**config.mk**
```make
export PLATFORM = sky130hd
export DESIGN_NAME = rv64i_ctrl_fsm
export DESIGN_NICKNAME = d
export VERILOG_FILES = /design/src/rtl/rv64i_pkg.sv /design/src/rtl/rv64i_alu_dec.sv /design/src/rtl/rv64i_ctrl_fsm.sv
export SDC_FILE = /design/constraint.sdc
export NUM_CORES = 1
export LEC_CHECK = 0
export CELL_PAD_IN_SITES_DETAIL_PLACEMENT = 0
export CELL_PAD_IN_SITES_GLOBAL_PLACEMENT = 1
export CORE_UTILIZATION = 39
export DETAILED_ROUTE_END_ITERATION = 12
export PLACE_DENSITY = 0.87
export SYNTH_ARGS = -nofsm -noshare
export SYNTH_HDL_FRONTEND = slang
export SYNTH_SLANG_ARGS = --single-unit
```
**constraint.sdc**
```tcl
create_clock -name clk -period 6.67 [get_ports clk]
set_clock_uncertainty 0.15 [all_clocks]
set_input_delay 1.0005 -clock clk [delete_from_list [all_inputs] [get_ports clk]]
set_output_delay 1.0005 -clock clk [all_outputs]
set_load 0.01 [all_outputs]
```
**src/rtl/rv64i_pkg.sv**
```systemverilog
// rv64i_pkg: shared definitions for the RV64I multi-cycle control FSM.
//   - opcode constants for the legal RV64I major opcodes
//   - state_t      : FSM states
//   - class_t      : instruction class registered in DECODE
//   - alu_op_t     : ALU operation codes driven to the datapath
//   - imm_sel_t    : immediate format selector
//   - pc_src_t     : next-PC source selector
//   - wb_sel_t     : register write-back source selector
//   - trap_cause_t : reason the FSM halted
//   - classify()   : opcode -> instruction class
package rv64i_pkg;

  localparam logic [6:0] OPC_LUI      = 7'b0110111;
  localparam logic [6:0] OPC_AUIPC    = 7'b0010111;
  localparam logic [6:0] OPC_JAL      = 7'b1101111;
  localparam logic [6:0] OPC_JALR     = 7'b1100111;
  localparam logic [6:0] OPC_BRANCH   = 7'b1100011;
  localparam logic [6:0] OPC_LOAD     = 7'b0000011;
  localparam logic [6:0] OPC_STORE    = 7'b0100011;
  localparam logic [6:0] OPC_OPIMM    = 7'b0010011;
  localparam logic [6:0] OPC_OPIMM32  = 7'b0011011;
  localparam logic [6:0] OPC_OP       = 7'b0110011;
  localparam logic [6:0] OPC_OP32     = 7'b0111011;
  localparam logic [6:0] OPC_MISCMEM  = 7'b0001111;

  typedef enum logic [2:0] {
    ST_RESET, ST_FETCH, ST_DECODE, ST_EXEC, ST_MEM, ST_WB, ST_TRAP
  } state_t;

  typedef enum logic [3:0] {
    CLS_LUI, CLS_AUIPC, CLS_JAL, CLS_JALR, CLS_BRANCH, CLS_LOAD, CLS_STORE,
    CLS_OPIMM, CLS_OPIMM32, CLS_OP, CLS_OP32, CLS_MISC, CLS_ILLEGAL
  } class_t;

  typedef enum logic [3:0] {
    ALU_ADD = 4'd0, ALU_SUB = 4'd1, ALU_SLL = 4'd2, ALU_SLT = 4'd3,
    ALU_SLTU = 4'd4, ALU_XOR = 4'd5, ALU_SRL = 4'd6, ALU_SRA = 4'd7,
    ALU_OR = 4'd8, ALU_AND = 4'd9, ALU_PASSB = 4'd10
  } alu_op_t;

  typedef enum logic [2:0] {IMM_I, IMM_S, IMM_B, IMM_U, IMM_J} imm_sel_t;
  typedef enum logic [1:0] {PC_PLUS4, PC_BRANCH, PC_JALR} pc_src_t;
  typedef enum logic [1:0] {WB_ALU, WB_MEM, WB_PC4, WB_IMM} wb_sel_t;
  typedef enum logic [1:0] {
    TC_NONE, TC_ILLEGAL, TC_IMEM_TIMEOUT, TC_DMEM_TIMEOUT
  } trap_cause_t;

  function automatic class_t classify(input logic [6:0] opc);
    case (opc)
      OPC_LUI:     return CLS_LUI;
      OPC_AUIPC:   return CLS_AUIPC;
      OPC_JAL:     return CLS_JAL;
      OPC_JALR:    return CLS_JALR;
      OPC_BRANCH:  return CLS_BRANCH;
      OPC_LOAD:    return CLS_LOAD;
      OPC_STORE:   return CLS_STORE;
      OPC_OPIMM:   return CLS_OPIMM;
      OPC_OPIMM32: return CLS_OPIMM32;
      OPC_OP:      return CLS_OP;
      OPC_OP32:    return CLS_OP32;
      OPC_MISCMEM: return CLS_MISC;
      default:     return CLS_ILLEGAL;
    endcase
  endfunction

endpackage

```
**src/rtl/rv64i_alu_dec.sv**
```systemverilog
// rv64i_alu_dec: combinational ALU/immediate control decoder.
// Ports:
//   cls_i       in  registered instruction class
//   funct3_i    in  registered funct3
//   funct7b5_i  in  registered funct7[5] (instr[30])
//   alu_op_o    out ALU operation
//   alu_word_o  out 32-bit operation with sign extension
//   alu_src_b_o out 0 = rs2, 1 = immediate
//   imm_sel_o   out immediate format
import rv64i_pkg::*;

module rv64i_alu_dec (
  input  class_t     cls_i,
  input  logic [2:0] funct3_i,
  input  logic       funct7b5_i,
  output alu_op_t    alu_op_o,
  output logic       alu_word_o,
  output logic       alu_src_b_o,
  output imm_sel_t   imm_sel_o
);

  logic    reg_form;
  alu_op_t arith_op;

  // Only register-register forms use instr[30] to pick SUB; for OP-IMM it is
  // immediate bits, except on shifts where it selects arithmetic right shift.
  assign reg_form = (cls_i == CLS_OP) || (cls_i == CLS_OP32);

  always_comb begin
    arith_op = ALU_ADD;
    case (funct3_i)
      3'd0: arith_op = (reg_form && funct7b5_i) ? ALU_SUB : ALU_ADD;
      3'd1: arith_op = ALU_SLL;
      3'd2: arith_op = ALU_SLT;
      3'd3: arith_op = ALU_SLTU;
      3'd4: arith_op = ALU_XOR;
      3'd5: arith_op = funct7b5_i ? ALU_SRA : ALU_SRL;
      3'd6: arith_op = ALU_OR;
      default: arith_op = ALU_AND;
    endcase
  end

  always_comb begin
    alu_op_o    = ALU_ADD;
    alu_word_o  = 1'b0;
    alu_src_b_o = 1'b1;
    imm_sel_o   = IMM_I;
    case (cls_i)
      CLS_OP: begin
        alu_op_o    = arith_op;
        alu_src_b_o = 1'b0;
      end
      CLS_OP32: begin
        alu_op_o    = arith_op;
        alu_src_b_o = 1'b0;
        alu_word_o  = 1'b1;
      end
      CLS_OPIMM:   alu_op_o = arith_op;
      CLS_OPIMM32: begin
        alu_op_o   = arith_op;
        alu_word_o = 1'b1;
      end
      CLS_STORE:   imm_sel_o = IMM_S;
      // Branch target comes from the PC adder; the ALU compares rs1 - rs2.
      CLS_BRANCH: begin
        alu_op_o    = ALU_SUB;
        alu_src_b_o = 1'b0;
        imm_sel_o   = IMM_B;
      end
      CLS_LUI: begin
        alu_op_o  = ALU_PASSB;
        imm_sel_o = IMM_U;
      end
      CLS_AUIPC:   imm_sel_o = IMM_U;
      CLS_JAL:     imm_sel_o = IMM_J;
      CLS_MISC:    alu_src_b_o = 1'b0;
      default: ;
    endcase
  end

endmodule

```
**src/rtl/rv64i_ctrl_fsm.sv**
```systemverilog
// rv64i_ctrl_fsm: multi-cycle control FSM for the RV64I datapath.
// Sequences FETCH -> DECODE -> EXEC -> (MEM) -> WB, one instruction at a time,
// and owns the instruction/data memory request handshakes.
// Ports:
//   clk, rst_n                  clock, async active-low reset
//   instr, br_taken             IR contents and branch compare from datapath
//   imem_req/imem_ready         instruction fetch handshake
//   dmem_req/dmem_we/dmem_ready data access handshake
//   ir_we, pc_we, pc_src        IR / PC update controls
//   imm_sel, alu_src_a/b, alu_op, alu_word   ALU and immediate controls
//   wb_sel, reg_we              register write-back controls
//   retire                      one pulse per completed instruction
//   trap, trap_cause            sticky halt indication and reason
import rv64i_pkg::*;

module rv64i_ctrl_fsm #(
  parameter int unsigned WAIT_MAX = 255
) (
  input  logic        clk,
  input  logic        rst_n,
  input  logic [31:0] instr,
  input  logic        br_taken,
  output logic        imem_req,
  input  logic        imem_ready,
  output logic        dmem_req,
  output logic        dmem_we,
  input  logic        dmem_ready,
  output logic        ir_we,
  output logic        pc_we,
  output logic [1:0]  pc_src,
  output logic [2:0]  imm_sel,
  output logic        alu_src_a,
  output logic        alu_src_b,
  output logic [3:0]  alu_op,
  output logic        alu_word,
  output logic [1:0]  wb_sel,
  output logic        reg_we,
  output logic        retire,
  output logic        trap,
  output logic [1:0]  trap_cause
);

  state_t      state_q, state_d;
  class_t      cls_q, cls_d;
  logic [2:0]  funct3_q, funct3_d;
  logic        funct7b5_q, funct7b5_d;
  logic [4:0]  rd_q, rd_d;
  logic [15:0] wait_cnt_q, wait_cnt_d;
  trap_cause_t cause_q, cause_d;

  class_t   dec_cls;
  alu_op_t  dec_alu_op;
  logic     dec_alu_word;
  logic     dec_alu_src_b;
  imm_sel_t dec_imm_sel;
  logic     wait_expired;
  logic     unused_instr_bits;

  assign dec_cls           = classify(instr[6:0]);
  assign unused_instr_bits = ^{instr[31], instr[29:15]};

  // The request cycle that would bring the counter to WAIT_MAX is the last
  // one allowed; a ready in that same cycle still wins.
  assign wait_expired = ({1'b0, wait_cnt_q} + 17'd1) == 17'(WAIT_MAX);

  rv64i_alu_dec u_alu_dec (
    .cls_i       (cls_q),
    .funct3_i    (funct3_q),
    .funct7b5_i  (funct7b5_q),
    .alu_op_o    (dec_alu_op),
    .alu_word_o  (dec_alu_word),
    .alu_src_b_o (dec_alu_src_b),
    .imm_sel_o   (dec_imm_sel)
  );

  always_ff @(posedge clk or negedge rst_n) begin
    if (!rst_n) begin
      state_q    <= ST_RESET;
      cls_q      <= CLS_ILLEGAL;
      funct3_q   <= 3'd0;
      funct7b5_q <= 1'b0;
      rd_q       <= 5'd0;
      wait_cnt_q <= 16'd0;
      cause_q    <= TC_NONE;
    end else begin
      state_q    <= state_d;
      cls_q      <= cls_d;
      funct3_q   <= funct3_d;
      funct7b5_q <= funct7b5_d;
      rd_q       <= rd_d;
      wait_cnt_q <= wait_cnt_d;
      cause_q    <= cause_d;
    end
  end

  always_comb begin
    state_d    = state_q;
    cls_d      = cls_q;
    funct3_d   = funct3_q;
    funct7b5_d = funct7b5_q;
    rd_d       = rd_q;
    cause_d    = cause_q;
    // Counter runs only while a request waits; any other state clears it,
    // so every entry into FETCH or MEM starts from zero.
    wait_cnt_d = 16'd0;

    imem_req   = 1'b0;
    dmem_req   = 1'b0;
    dmem_we    = 1'b0;
    ir_we      = 1'b0;
    pc_we      = 1'b0;
    pc_src     = PC_PLUS4;
    imm_sel    = IMM_I;
    alu_src_a  = 1'b0;
    alu_src_b  = 1'b0;
    alu_op     = ALU_ADD;
    alu_word   = 1'b0;
    wb_sel     = WB_ALU;
    reg_we     = 1'b0;
    retire     = 1'b0;
    trap       = 1'b0;
    trap_cause = TC_NONE;

    // ALU/immediate controls stay stable from EXEC through WB.
    if (state_q == ST_EXEC || state_q == ST_MEM || state_q == ST_WB) begin
      imm_sel   = dec_imm_sel;
      alu_src_a = (cls_q == CLS_AUIPC);
      alu_src_b = dec_alu_src_b;
      alu_op    = dec_alu_op;
      alu_word  = dec_alu_word;
    end

    case (state_q)
      ST_RESET: state_d = ST_FETCH;
      ST_FETCH: begin
        imem_req = 1'b1;
        if (imem_ready) begin
          ir_we   = 1'b1;
          state_d = ST_DECODE;
        end else if (wait_expired) begin
          state_d = ST_TRAP;
          cause_d = TC_IMEM_TIMEOUT;
        end else begin
          wait_cnt_d = wait_cnt_q + 16'd1;
        end
      end
      ST_DECODE: begin
        cls_d      = dec_cls;
        funct3_d   = instr[14:12];
        funct7b5_d = instr[30];
        rd_d       = instr[11:7];
        if (dec_cls == CLS_ILLEGAL) begin
          state_d = ST_TRAP;
          cause_d = TC_ILLEGAL;
        end else begin
          state_d = ST_EXEC;
        end
      end
      ST_EXEC: begin
        case (cls_q)
          CLS_BRANCH: begin
            pc_we   = 1'b1;
            pc_src  = br_taken ? PC_BRANCH : PC_PLUS4;
            retire  = 1'b1;
            state_d = ST_FETCH;
          end
          CLS_MISC: begin
            pc_we   = 1'b1;
            retire  = 1'b1;
            state_d = ST_FETCH;
          end
          CLS_LOAD, CLS_STORE: state_d = ST_MEM;
          default:             state_d = ST_WB;
        endcase
      end
      ST_MEM: begin
        dmem_req = 1'b1;
        dmem_we  = (cls_q == CLS_STORE);
        if (dmem_ready) begin
          if (cls_q == CLS_STORE) begin
            pc_we   = 1'b1;
            retire  = 1'b1;
            state_d = ST_FETCH;
          end else begin
            state_d = ST_WB;
          end
        end else if (wait_expired) begin
          state_d = ST_TRAP;
          cause_d = TC_DMEM_TIMEOUT;
        end else begin
          wait_cnt_d = wait_cnt_q + 16'd1;
        end
      end
      ST_WB: begin
        reg_we  = (rd_q != 5'd0);
        pc_we   = 1'b1;
        retire  = 1'b1;
        state_d = ST_FETCH;
        case (cls_q)
          CLS_JAL:  pc_src = PC_BRANCH;
          CLS_JALR: pc_src = PC_JALR;
          default:  pc_src = PC_PLUS4;
        endcase
        case (cls_q)
          CLS_LOAD:          wb_sel = WB_MEM;
          CLS_JAL, CLS_JALR: wb_sel = WB_PC4;
          CLS_LUI:           wb_sel = WB_IMM;
          default:           wb_sel = WB_ALU;
        endcase
      end
      ST_TRAP: begin
        trap       = 1'b1;
        trap_cause = cause_q;
      end
      default: state_d = ST_RESET;
    endcase
  end

endmodule

```
==> results of run 1 <==
[critical path, cell delays in order (launching register included)]
cell,delay (ns)
dfrtp_1,0.51
inv_1,0.18
nor3_1,0.45
nor2_1,0.29
a2111oi_0,0.44
clkdlybuf4s50_1,0.62
[report_power, final]
| group | leakage (nW) | switching, mW | internal, mW |
|---|---|---|---|
| logic | 0.632 | 0.197 | 0.182 |
| registers | 0.445 | 0.0984 | 0.265 |
| clock network | 0.0504 | 0.0824 | 0.111 |
| total | 1.13 | 0.377 | 0.559 |
[worst max-delay path by stage]
stage,startpoint,end
5_1_grt,state_q[0],imm_sel[1]
6_report,state_q[0],imm_sel[1]
4_1_cts,state_q[0],imm_sel[1]
2_1_floorplan,state_q[0],imm_sel[1]
3_5_place_dp,state_q[0],imm_sel[1]
3_3_place_gp,state_q[0],imm_sel[1]
[synthesized netlist by cell type (all sizes together) (9+ instances only)]
library cell  number
nand3             12
mux2               9
a21oi             16
nor3              21
nor2              34
o21ai             13
nand2             20
clkbuf            17
dfrtp             32
inv               15
[logic make-up after synthesis]
family | after synthesis
AOI/OAI and AO/OA | 64
xor gates and xnor gates | 16
adders and majority gates | 3
buffers and inverters | 34
DFF | 34
muxes | 12
and+or+nand+nor | 126
[area by class of cell]
| class | count | area (µm²) | share of cell area [%] |
|---|---|---|---|
| Timing Repair Buffer | 46 | 455 | 15.3 |
| Sequential cell | 34 | 853 | 28.6 |
| Multi-Input combinational cell | 221 | 1410 | 47.3 |
| Clock buffer | 5 | 68.8 | 2.31 |
| Clock inverter | 3 | 45.0 | 1.51 |
| Tap cell | 75 | 93.8 | 3.14 |
| Inverter | 15 | 56.3 | 1.89 |
[sequential cells by signal, indices dropped and copies added, names as in the netlist]
signal	count
cls_q	4
funct3_q	3
cause_q	2
state_q	3
funct7b5_q	1
rd_q	5
wait_cnt_q	16
[metal layers]
metal / vias to the layer above / share of wire (%) / global-route usage (%)
met4: 0 / 1.4 / 6.43
met2: 42 / 45 / 30.7
met3: 9 / 3.3 / 4.20
li1: 1109 / - / -
met1: 1044 / 51 / 27.0
met5: - / 0 / 0
==> flow_summary.yaml, run 1 <==
cells_and_area:
  drive_gt1_share_pct: 10.2
  final_common_cell: "clkdlybuf4s50_1"
  final-instance-count-excl-fill: 399
  utilization_pct: 50.4
  fin_area_um2: 2990
  nNetsFinal: 362
  antenna_cells: 0
  mostFrequentLayoutCells: "clkdlybuf4s50_1, nor2_1, dfrtp_1"
  syn_to_final_growth_pct: 24.6
  fill_cells: 562
logic_synthesis:
  synth_top_family_by_area: "simple AND/OR/NAND/NOR gates"
  synthSimpleGateAreaFrac_pct: 27.8
  synth_fa_ha_area_share_pct: 1.46
  synth_top_area_share_pct: 33.4
  synth_top_cell_by_area: "dfrtp_1"
  synth_compound_area_share_pct: 18.1
  synth_cell_types: 59
  ys_seq_elements: 34
  ys_seq_area_share_pct: 35.6
  synth_ff_type: "dfrtp_1"
  post_synth_xor_area_fraction_pct: 5.85
  yosysWarnings: 0
  syn-num-nets: 328
  avgSynthCellArea_um2: 8.29
  synth.area.top_cells: "dfrtp_1, nor2_1, mux2_2"
  netlist_instances: 289
  async_reset_ff_share_pct: 100
  synth.area.mux_share_pct: 5.48
  synth_edf_count: 0
  synth_area_um2: 2400
power_and_ir_drop:
  ir_worst_vdd_mv: 0.201
  total_power_mw: 0.936
  cellLeakagePower_nw: 1.13
  power.density_nw_per_um2: 314
clock_tree:
  post_cts_buffers: 0
  clk_pin_slew_ns: 0.08
  cts_sinks: 34
  cts_root_buf: "clkbuf_8"
  htreeDepth: 2
  clockBufferDepth: 2
  cts_resized: 0
  ctsHoldBuffers: 0
  clkLatencyLatePin_ns: 0.29
  cts_tree: "yes"
  numCtsBuffers: 5
grt:
  antenna_found_initial: 0
  grt_overflow_total: 0
  grtUsageTotal_pct: 19.7
  grt_max_degree: 35
  grt_pass1_wl_um: 9980
  grt_pass1_vias: 2100
sta:
  max_freq_mhz: 255
  min_period_ns: 3.92
  post-route-period-util_pct: 58.8
  whs_ns: 0.353
  final.setup.worst_slack_ns: 2.75
  rsz0062_at_grt: "no"
  slew_headroom_pct: 23.5
  tightest_slew_ns: 1.14
  setup-tns-final_ns: 0
  setup-violations-final: 0
  slew_viol_final: 0
  finalHoldViolations: 0
worst_setup_path:
  critical_path_arrival_ns: 2.77
  worstPathRequired_ns: 5.52
  path_class: "register to output port"
  endpoint_kind: "output port"
  r2r_slack_ns: 3.96
  r2r_end: "state_q[0]"
  r2r_start: "wait_cnt_q[0]"
  reg2reg_depth: 6
  critPathLaunchType: "register"
  critical_path.max_fanout: 10
run:
  max-cap-violations: 0
outcome:
  status: "complete, no violations"
routing:
  via_count: 2204
  first_pass_iters: 4
  drt_iter0_markers: 155
  via_per_inst: 5.52
  drc: 0
  wirelength_um: 5860
  drt-wirelength-per-cell_um: 14.7
  postRouteAntennaNets: 0
placed_design:
  gp_congestion: 0.842
  detailedPlace.worstSlack_ns: 3.08
  dp.cells: 391
  place_area_um2: 2870
  port-buffer-count: 44
  dp.final_hpwl_um: 4110
floorplanning:
  start_util_pct: 40.5
  die_y_um: 80.4
  rows: 28
  ioPinCount: 61
  die_w_um: 80.4
  dieArea_um2: 6460
  core_area_um2: 5920
min_path:
  min_delay_path_depth: 2
  holdPathEnd: "cause_q[1]"
  holdCritPathClass: "register to register"
  worstHoldStart: "cause_q[1]"
No activity file was read; power rests on OpenSTA's default activity.
==> run 2, diff against run 1 <==
- CORE_UTILIZATION: 39 -> 36
- PLACE_DENSITY: 0.87 -> 0.81
- clock period: 6.67 -> 3.7 ns (I/O delays scaled with it)
==> run 2 against run 1 <==
Compared with the run above: sequential power rose by 79%; register-to-register slack got worse by 2.9 ns; worst setup slack worse by 2.3 ns; global-route usage is 2.6 points lower; critical path depth unchanged; highest routed layer unchanged.
==> flow_summary.yaml, run 2 (same netlist as run 1, synthesis figures left out) <==
outcome:
  status: "complete, no violations"
routing:
  drt_iter0_markers: 100
  postRouteAntennaNets: 0
  via_per_inst: 5.49
  via_count: 2200
  drt-wirelength-per-cell_um: 13.9
  drc: 0
  first_pass_iters: 4
  wirelength_um: 5590
sta:
  finalHoldViolations: 0
  setup-tns-final_ns: 0
  slew_viol_final: 0
  min_period_ns: 3.25
  slew_headroom_pct: 25.9
  max_freq_mhz: 308
  post-route-period-util_pct: 87.7
  tightest_slew_ns: 1.11
  setup-violations-final: 0
  rsz0062_at_grt: "no"
clock_tree:
  cts_root_buf: "clkbuf_8"
  clockBufferDepth: 2
  htreeDepth: 2
  cts_tree: "yes"
  clk_pin_slew_ns: 0.06
  post_cts_buffers: 0
  clkLatencyLatePin_ns: 0.29
  cts_sinks: 34
  cts_resized: 0
  ctsHoldBuffers: 0
  numCtsBuffers: 5
power_and_ir_drop:
  p_int_mw: 0.942
  power.density_nw_per_um2: 539
  cellLeakagePower_nw: 1.12
  power.share.clock_pct: 16.3
  p_sw_share_pct: 41.0
  comb_power_share_pct: 42.8
  total_power_mw: 1.60
  p_sw_mw: 0.654
  p_seq_share_pct: 40.9
  ir_worst_vdd_mv: 0.315
cells_and_area:
  drive_gt1_share_pct: 9.57
  reg_top3: "wait_cnt_q (16), rd_q (5), cls_q (4)"
  nNetsFinal: 362
  multi_input_area_um2: 1420
  final_common_cell: "clkdlybuf4s50_1"
  antenna_cells: 0
  largest_register_ffs: 16
  syn_to_final_growth_pct: 23.5
  seqCellArea_um2: 853
  fill_cells: 637
  mostFrequentLayoutCells: "clkdlybuf4s50_1, nor2_1, dfrtp_1"
  regMostFlops: "wait_cnt_q"
grt:
  grtUsageTotal_pct: 17.1
  grt_pass1_wl_um: 9720
  antenna_found_initial: 0
  grt_max_degree: 35
  grt_pass1_vias: 2059
  grt_overflow_total: 0
worst_setup_path:
  critPathLaunchType: "register"
  crit_cells: 5
  worst_path_max_delay_cell: "clkdlybuf4s50_1"
  critPathBufInv: 2
  critical_path_arrival_ns: 2.54
  critical_path.max_fanout: 10
  cp_top_family: "buffers and inverters"
  worstPathRequired_ns: 2.99
  path_class: "register to output port"
  endpoint_kind: "output port"
  cp_cell_sequence: "inv_1 -> nor3_2 -> nor2_1 -> a2111oi_0 -> clkdlybuf4s50_1"
  crit_path_max_incr_delay_ns: 0.61
  reg2reg_depth: 6
floorplanning:
  die_y_um: 83.6
  ioPinCount: 61
  start_util_pct: 37.5
  core_area_um2: 6390
  rows: 29
  dieArea_um2: 6990
  die_w_um: 83.6
min_path:
  holdCritPathClass: "register to register"
  min_delay_path_depth: 2
placed_design:
  dp.final_hpwl_um: 4180
  port-buffer-count: 44
  gp_congestion: 0.844
run:
  max-cap-violations: 0
-- run 2: power groups by stage --
stage               sequential (mW)  combinational, mW  clock [mW]
global placement              0.656              0.676           0
floorplan                     0.534              0.577           0
finish                        0.653              0.683       0.261
detailed placement            0.657              0.686           0
CTS                           0.651              0.689       0.271
global route                  0.678              0.764       0.289
-- run 2: worst reg2reg max path: cells and delay by family, from the launching register on --
family	cells	cell delay (ns)
compound gates	2	0.36
fa+ha+maj	1	0.34
flops	1	0.48
simple gates	3	1.20
-- run 2: area by class of cell --
| cell class | count | share of cell area [%] |
|---|---|---|
| multi-input cells | 221 | 47.9 |
| repair buffers | 46 | 15.4 |
| clock buffers | 8 | 2.71 |
| inverters | 15 | 1.90 |
| flip-flops and latches | 34 | 28.8 |
| well taps | 77 | 3.26 |
-- run 2: metal layers --
layer  track usage, %  vias to the layer above  share of wire [%]
li1                 -                     1113                  -
met1             23.8                     1044                 48
met2             27.0                       36                 48
met3             3.26                        7                3.0
met4             5.24                        0                1.2
met5                0                        -                  0
-- run 2: path summary, 6_finish.rpt --
path / startpoint / end / slack (ns)
worst min-delay path: cause_q[1] / cause_q[1] / 0.34
max in group asynchronous: rst_n / cls_q[2] / 2.53
worst max-delay path: state_q[0] / imm_sel[1] / 0.45
worst max register to register: wait_cnt_q[0] / state_q[0] / 1.03
min in group asynchronous: rst_n / wait_cnt_q[14] / 0.51
worst min register to register: cause_q[1] / cause_q[1] / 0.34
-- run 2: through the flow --
step | utilization, % | setup WS (ns) | cell area, µm² | hold slack [ns] | instances
2_1_floorplan | - | 1.13 | 2400 | 0.109 | 289
3_3_place_gp | 45.0 | 0.660 | 2870 | 0.331 | 393
3_5_place_dp | 45.0 | 0.600 | 2870 | 0.336 | 393
4_1_cts | 46.3 | 0.281 | 2950 | 0.352 | 401
5_1_grt | 46.3 | 0.155 | 2960 | 0.385 | 401
6_report | 46.3 | 0.454 | 2960 | 0.343 | 401
